===== src/rtl/mem_port_arbiter.sv =====
// mem_port_arbiter
// Shares one single-port unified memory between the instruction-fetch port
// and the load/store data port. One transaction is outstanding at a time.
// Data requests have priority, but after STARVE_MAX consecutive data grants
// with fetch waiting, fetch is guaranteed the next grant.
module mem_port_arbiter #(
  parameter int AW         = 32,
  parameter int DW         = 32,
  parameter int STARVE_MAX = 4
) (
  input  logic            clk,
  input  logic            rst,
  // instruction fetch port
  input  logic            if_req,
  input  logic [AW-1:0]   if_addr,
  output logic            if_gnt,
  output logic            if_rvalid,
  output logic [DW-1:0]   if_rdata,
  // load/store data port
  input  logic            d_req,
  input  logic            d_we,
  input  logic [AW-1:0]   d_addr,
  input  logic [DW-1:0]   d_wdata,
  input  logic [DW/8-1:0] d_be,
  output logic            d_gnt,
  output logic            d_rvalid,
  output logic [DW-1:0]   d_rdata,
  // memory side
  output logic            m_req,
  output logic            m_we,
  output logic [AW-1:0]   m_addr,
  output logic [DW-1:0]   m_wdata,
  output logic [DW/8-1:0] m_be,
  input  logic            m_ack,
  input  logic [DW-1:0]   m_rdata,
  output logic            busy
);

  localparam int         BW         = DW / 8;
  localparam logic [3:0] STARVE_LIM = 4'(STARVE_MAX);

  typedef enum logic [1:0] {
    IDLE   = 2'd0,
    I_WAIT = 2'd1,
    D_WAIT = 2'd2
  } state_t;

  state_t          state_q,     state_d;
  logic [3:0]      starve_q,    starve_d;
  logic            m_req_q,     m_req_d;
  logic            m_we_q,      m_we_d;
  logic [AW-1:0]   m_addr_q,    m_addr_d;
  logic [DW-1:0]   m_wdata_q,   m_wdata_d;
  logic [BW-1:0]   m_be_q,      m_be_d;
  logic [DW-1:0]   rdata_q,     rdata_d;
  logic            if_rvalid_q, if_rvalid_d;
  logic            d_rvalid_q,  d_rvalid_d;

  // Count of consecutive data grants taken while fetch was waiting;
  // saturates so fetch wins as soon as the limit is reached.
  function automatic logic [3:0] sat_inc(input logic [3:0] v);
    return (v >= STARVE_LIM) ? STARVE_LIM : v + 4'd1;
  endfunction

  // Same-cycle arbitration in IDLE: data first unless fetch has starved.
  always_comb begin
    if_gnt = 1'b0;
    d_gnt  = 1'b0;
    if (!rst && state_q == IDLE) begin
      if (if_req && (!d_req || starve_q == STARVE_LIM)) begin
        if_gnt = 1'b1;
      end else if (d_req) begin
        d_gnt = 1'b1;
      end
    end
  end

  // Next-state: load the winner's payload on grant, complete on m_ack.
  always_comb begin
    state_d     = state_q;
    starve_d    = starve_q;
    m_req_d     = m_req_q;
    m_we_d      = m_we_q;
    m_addr_d    = m_addr_q;
    m_wdata_d   = m_wdata_q;
    m_be_d      = m_be_q;
    rdata_d     = rdata_q;
    if_rvalid_d = 1'b0;
    d_rvalid_d  = 1'b0;
    case (state_q)
      IDLE: begin
        // m_ack seen here belongs to no transaction and is ignored
        if (if_gnt) begin
          state_d   = I_WAIT;
          m_req_d   = 1'b1;
          m_we_d    = 1'b0;
          m_addr_d  = if_addr;
          m_wdata_d = '0;
          m_be_d    = '1;
          starve_d  = 4'd0;
        end else if (d_gnt) begin
          state_d   = D_WAIT;
          m_req_d   = 1'b1;
          m_we_d    = d_we;
          m_addr_d  = d_addr;
          m_wdata_d = d_wdata;
          m_be_d    = d_we ? d_be : '1;
          starve_d  = if_req ? sat_inc(starve_q) : 4'd0;
        end
      end
      I_WAIT, D_WAIT: begin
        if (m_ack) begin
          state_d = IDLE;
          m_req_d = 1'b0;
          // store completion returns zero data
          rdata_d = m_we_q ? '0 : m_rdata;
          if (state_q == I_WAIT) begin
            if_rvalid_d = 1'b1;
          end else begin
            d_rvalid_d = 1'b1;
          end
        end
      end
      default: begin
        state_d = IDLE;
        m_req_d = 1'b0;
      end
    endcase
  end

  // State register; reset also aborts an outstanding transaction.
  always_ff @(posedge clk) begin
    if (rst) begin
      state_q     <= IDLE;
      starve_q    <= 4'd0;
      m_req_q     <= 1'b0;
      m_we_q      <= 1'b0;
      m_addr_q    <= '0;
      m_wdata_q   <= '0;
      m_be_q      <= '0;
      rdata_q     <= '0;
      if_rvalid_q <= 1'b0;
      d_rvalid_q  <= 1'b0;
    end else begin
      state_q     <= state_d;
      starve_q    <= starve_d;
      m_req_q     <= m_req_d;
      m_we_q      <= m_we_d;
      m_addr_q    <= m_addr_d;
      m_wdata_q   <= m_wdata_d;
      m_be_q      <= m_be_d;
      rdata_q     <= rdata_d;
      if_rvalid_q <= if_rvalid_d;
      d_rvalid_q  <= d_rvalid_d;
    end
  end

  assign m_req     = m_req_q;
  assign m_we      = m_we_q;
  assign m_addr    = m_addr_q;
  assign m_wdata   = m_wdata_q;
  assign m_be      = m_be_q;
  assign if_rvalid = if_rvalid_q;
  assign d_rvalid  = d_rvalid_q;
  assign if_rdata  = rdata_q;
  assign d_rdata   = rdata_q;
  assign busy      = (state_q != IDLE);

endmodule


===== config.mk =====
export PLATFORM = sky130hd
export DESIGN_NAME = mem_port_arbiter
export DESIGN_NICKNAME = d
export VERILOG_FILES = /design/src/rtl/mem_port_arbiter.sv
export SDC_FILE = /design/constraint.sdc
export NUM_CORES = 1
export LEC_CHECK = 0
export ABC_AREA = 1
export BUFFER_PORTS_ARGS = -buffer_cell sky130_fd_sc_hd__clkbuf_2
export CORE_AREA = 2 2 130 94
export DETAILED_ROUTE_END_ITERATION = 8
export DIE_AREA = 0 0 132 96
export HOLD_SLACK_MARGIN = 0.08
export PLACE_DENSITY = 0.86
export SYNTH_ARGS = -nofsm -noshare
export SYNTH_HDL_FRONTEND = slang
export SYNTH_SLANG_ARGS = --single-unit

===== constraint.sdc =====
create_clock -name clk -period 1.7 [get_ports clk]
set_input_delay 0.085 -clock clk [delete_from_list [all_inputs] [get_ports clk]]
set_output_delay 0.085 -clock clk [all_outputs]
set_load 0.01 [all_outputs]

# After elaboration in Yosys (flattened, before gate mapping)

Cells that the tools add are included.

RAM bits: 0
Bits in latches: 0
Logic and storage cells: 61
Memory bits (read-only): 0
Register bits after elaboration: 110
Memories: 0

Reductions and logical operators: 13
Mux-type cells: 29
Multipliers: 0
Magnitude comparators: 1
Bitwise operators: 2
Add/sub/neg operators: 1
Divide/modulo/power cells: 0
Shift-type cells: 0
Equality and inequality tests: 5

Operators by type and width:

| cell                                                                                 | number |
|---|---|
| 32-bit two-way mux                                                                   | 5 |
| 4-bit two-way mux                                                                    | 7 |
| 1-bit two-way mux                                                                    | 12 |
| 2-bit two-way mux                                                                    | 3 |
| 2-bit AND reduction                                                                  | 3 |
| 4-bit by 1-bit adder with 4-bit output (second input constant)                       | 1 |
| 4-bit by 3-bit equality test with 1-bit output (second input constant)               | 1 |
| 4-bit by 3-bit greater-or-equal comparator with 1-bit output (second input constant) | 1 |
| 2-bit case mux with 2 select lines                                                   | 1 |
| 2-bit nonzero test                                                                   | 2 |
| 3-bit != test (second input constant)                                                | 1 |
| 3-bit OR reduction                                                                   | 1 |
| 2-bit by 1-bit equality test with 1-bit output (second input constant)               | 1 |
| 2-bit equality test (second input constant)                                          | 1 |
| 1-bit logical AND                                                                    | 2 |
| 1-bit logical NOT                                                                    | 2 |
| 2-bit logical NOT                                                                    | 1 |
| 2-bit != test (second input constant)                                                | 1 |
| 1-bit NOT                                                                            | 2 |
| 1-bit case mux with 2 select lines                                                   | 1 |
| 2-bit OR reduction                                                                   | 1 |
| 1-bit logical OR                                                                     | 1 |

# Logic depth before layout (Yosys ltp)

Depth in word-level cells: 8
Gate-level depth with buffers: 10
Depth with buffers taken out: 9

# Worst setup path after synthesis

OpenSTA, ideal clock, no wires.

Kind: register to register
Start point: register state_q[0]
End point: register starve_q[2]
Required time: 1.578 ns
Cell stages (with the launch flop): 9
Setup time: 0.122 ns
Data arrival time: 1.256 ns
Slack: 0.321 ns
Cells stage by stage: dfxtp_1 > inv_1 > ha_1 > inv_2 > nor2_8 > nand3_2 > nand2_4 > buf_8 > a21oi_1

Longest elaborated chain between the ends: 5

Ends and longest elaborated chain:

| item                          | RTL line | source |
|---|---|---|
| start, declared               | 48       | `state_t state_q, state_d;` |
| start signal, assigned        | 145      | `state_q <= state_d;` |
| 2-bit logical NOT (*)         | 69, 90   |  |
| 1-bit logical AND             | 69       | `if (!rst && state_q == IDLE) begin` |
| 1-bit two-way mux             | 69       |  |
| 2-bit nonzero test (no line)  | --       |  |
| 2-bit AND reduction (no line) | --       |  |
| end signal, assigned          | 146      | `starve_q <= starve_d;` |
| end, declared                 | 49       | `logic [3:0] starve_q, starve_d;` |

Mark *: on every way between the ends. The rest lies on a longest branch, timed or not.
A chain may end at the register's enable or synchronous reset.

# Worst setup path in the final report

Start point: register starve_q[0]
End point: output port d_gnt

Longest elaborated chain between the ends: 5

Ends and longest elaborated chain:

| item                                           | RTL line | source |
|---|---|---|
| 4-bit by 3-bit equality test with 1-bit output | 70       | `if (if_req && (!d_req \|\| starve_q == STARVE_LIM)) begin` |
| 1-bit logical OR                               | 70       |  |
| 1-bit logical AND                              | 70       |  |
| 1-bit two-way mux                              | 70       |  |
| 1-bit two-way mux                              | 69       |  |
| end, declared                                  | 25       | `output logic d_gnt,` |

Every way passes these cells.

==> qor.csv <==
stage,metric,value,unit
status,run_status,"finished, final reports clean",
worst_setup_path,arrival,1.52,ns
clocking,clockBufferDepth,2,
synth,synth_seq_cells,110,
finish,nets,1115,
finish,ff_latch_area,2200,µm²
die,io-pin-count,277,
placed_design,gp_congestion,0.806,
synth,ys_types,30,
clocking,clock_sinks,110,
finish,area_growth_syn_to_layout,50.8,%
synth,ys_warn_count,0,
route,routed_via_density,5.03,
placed_design,dpl.hpwl,10300,µm
global_route,overflow,0,
placed_design,dp_cells,1020,
route,drt_iter0_markers,309,
synth,synth-edff-count,0,
global_route,antenna_found_initial,0,
die,start_util,43.1,%
finish,final.fill_count,935,
synth,synthCells,651,
job,cap_violations,0,
sta,layout_min_cycle_time,1.61,ns
pwr,leakagePower,3.87,nW
route,ant_nets,0,
worst_setup_path,crit_fanout,5,
sta,whs,0.0879,ns
route,route.detailed.drc,0,
pwr,peakVddDrop,522,µV
pwr,p_per_area,983,nW/µm²
finish,multi_input_area,1960,µm²
worst_setup_path,required,1.62,ns
clocking,cts.clk_slew.worst_paths,0.07,ns
sta,clock_skew,0.00995,ns
clocking,cts_htree_levels,3,
die,core,11400,µm²
finish,antenna_cells,0,
die,die_w,132,µm
clocking,ctsRootBufferMaster,clkbuf_16,
sta,finalCritPeriodShare,94.7,%
sta,setup_ws,0.0900,ns
clocking,insertion_delay,0.34,ns
route,wirelength,17000,µm
clocking,cts_buffers,9,
finish,instances_no_fill,1135,
synth,yosysSeqAreaShare,44.6,%
synth,synth_ff_type,dfxtp_1,
die,die_h,96,µm
synth,syn_avg_cell_area,7.58,µm²
finish,finish.utilization,65.1,%
finish,drive_gt1_share,33.2,%
sta,hold_viol_final,0,
route,wl_per_cell,15.0,µm
synth,async_flop_share,0,%
sta,setup_viol,0,
route,vias,5705,
die,die_area,12700,µm²
global_route,grt_pass1_wl,25900,µm
synth,syn-num-nets,793,
worst_hold_path,hp-class,in -> reg,
global_route,grt_pass1_vias,5236,
sta,finalSetupTns,0,ns
sta,tightest_slew,0.399,ns
sta,max_freq,621,MHz
global_route,track_usage,25.6,%
placed_design,preCtsSetupSlack,0.0586,ns
clocking,cts_tree,built,
worst_setup_path,worstSetupEndpointType,primary output,
synth,syn_area,4930,µm²
route,drt_first_pass_iters,5,
die,rows,33,
sta,drv_slew,0,
sta,slew-limit-headroom,73.4,%
global_route,grt_max_degree,40,
placed_design,io_buffers,276,
worst_setup_path,path_class,reg -> out,
worst_setup_path,worstSetupStartpointType,register,
-- critical path, cell delays in order, from the launching register on --
cell and delay (ns):
dfxtp_1 0.37, inv_1 0.08, ha_1 0.19, nand3_1 0.13, nand2_4 0.11, a21oi_4 0.16
clkbuf_2 0.16
-- synth_stat cells (3+ instances only) --
cell type  count  area (µm²)
nand2_1      170         638
dfxtp_1      110        2200
nand3_1       99         495
inv_1         54         203
a21oi_1       41         205
buf_4         36         270
nand4_1       33         206
o21ai_0       32         160
buf_2         16        80.1
clkbuf_1      14        52.6
buf_6         11         124
nor2_1         5        18.8
ha_1           4        50.1
o21ai_1        4        20.0
buf_8          3        45.0
nand2_2        3        18.8
-- final timing paths --
check | startpoint | slack (ns) | endpoint | depth (start not counted)
worst max-delay path | starve_q[0] | 0.09 | d_gnt | 6
worst min-delay path | d_addr[26] | 0.09 | m_addr[26] | 5
worst max register to register | state_q[1] | 0.13 | starve_q[0] | 9
worst min register to register | m_req | 0.46 | m_req | 2
-- routing by layer --
layer	up-vias	GRT usage, %	part of all wire [%]
li1	2732	-	-
met1	2575	30.3	39
met2	355	44.6	48
met3	43	7.42	9.8
met4	0	10.2	2.7
met5	-	0	0
-- cell type report --
type,count,share of cell area (%)
Timing Repair Buffer,391,34.4
Sequential cell,110,29.6
Multi-Input combinational cell,404,26.3
Inverter,57,2.94
Tap cell,157,2.64
Clock buffer,9,3.03
Clock inverter,7,1.09
-- report_power, final --
group	internal (mW)	switching [mW]	leakage, nW
clock	1.17	1.00	0.152
sequential	2.85	0.181	0.896
combinational	0.894	1.22	2.82
total	4.91	2.41	3.87
-- flip-flops by register name, indices dropped and copies added (netlist names) --
name       flops
m_we           1
d_rdata       32
m_be           4
d_rvalid       1
starve_q       4
m_req          1
m_wdata       32
m_addr        32
if_rvalid      1
state_q        2
-- per-stage QoR --
stage               power, mW  cell area (µm²)
floorplan                4.33             4930
global placement         4.93             6130
detailed placement       4.97             6130
CTS                      7.31             7420
global route             7.70             7440
finish                   7.32             7440
-- logic make-up after synthesis --
kind of cell,count (synthesis),share of synthesized area (%)
flip-flops,110,44.6
AND/OR/NAND/NOR,317,29.3
AO/OA/AOI/OAI,83,9.03
adder cells (fa/ha/maj),4,1.01
buffers and inverters,137,16.0
-- what timing repair did --
action,4_1_cts,5_1_grt
hold buffers,98,0
buffers inserted,0,1
setup endpoints to repair,0,45
gates resized for setup,0,4
endpoints found under the hold margin,98,0
-- cells in the final DEF (no fill, tap or decap), types with 2 or more instances in the layout --
cell type / n
inv_6: 2
nand2_2: 2
buf_6: 2
nor2_1: 5
clkbuf_2: 276
a21oi_1: 41
nand4_1: 33
dfxtp_1: 110
nand3_2: 2
buf_4: 10
buf_12: 5
inv_2: 2
clkinv_4: 3
dlygate4sd3_1: 98
inv_1: 54
nand3_1: 99
ha_1: 3
clkbuf_16: 9
o21ai_0: 32
o21ai_1: 4
nand2_1: 170
nand2_4: 2
(Power assumes the default switching activity.)
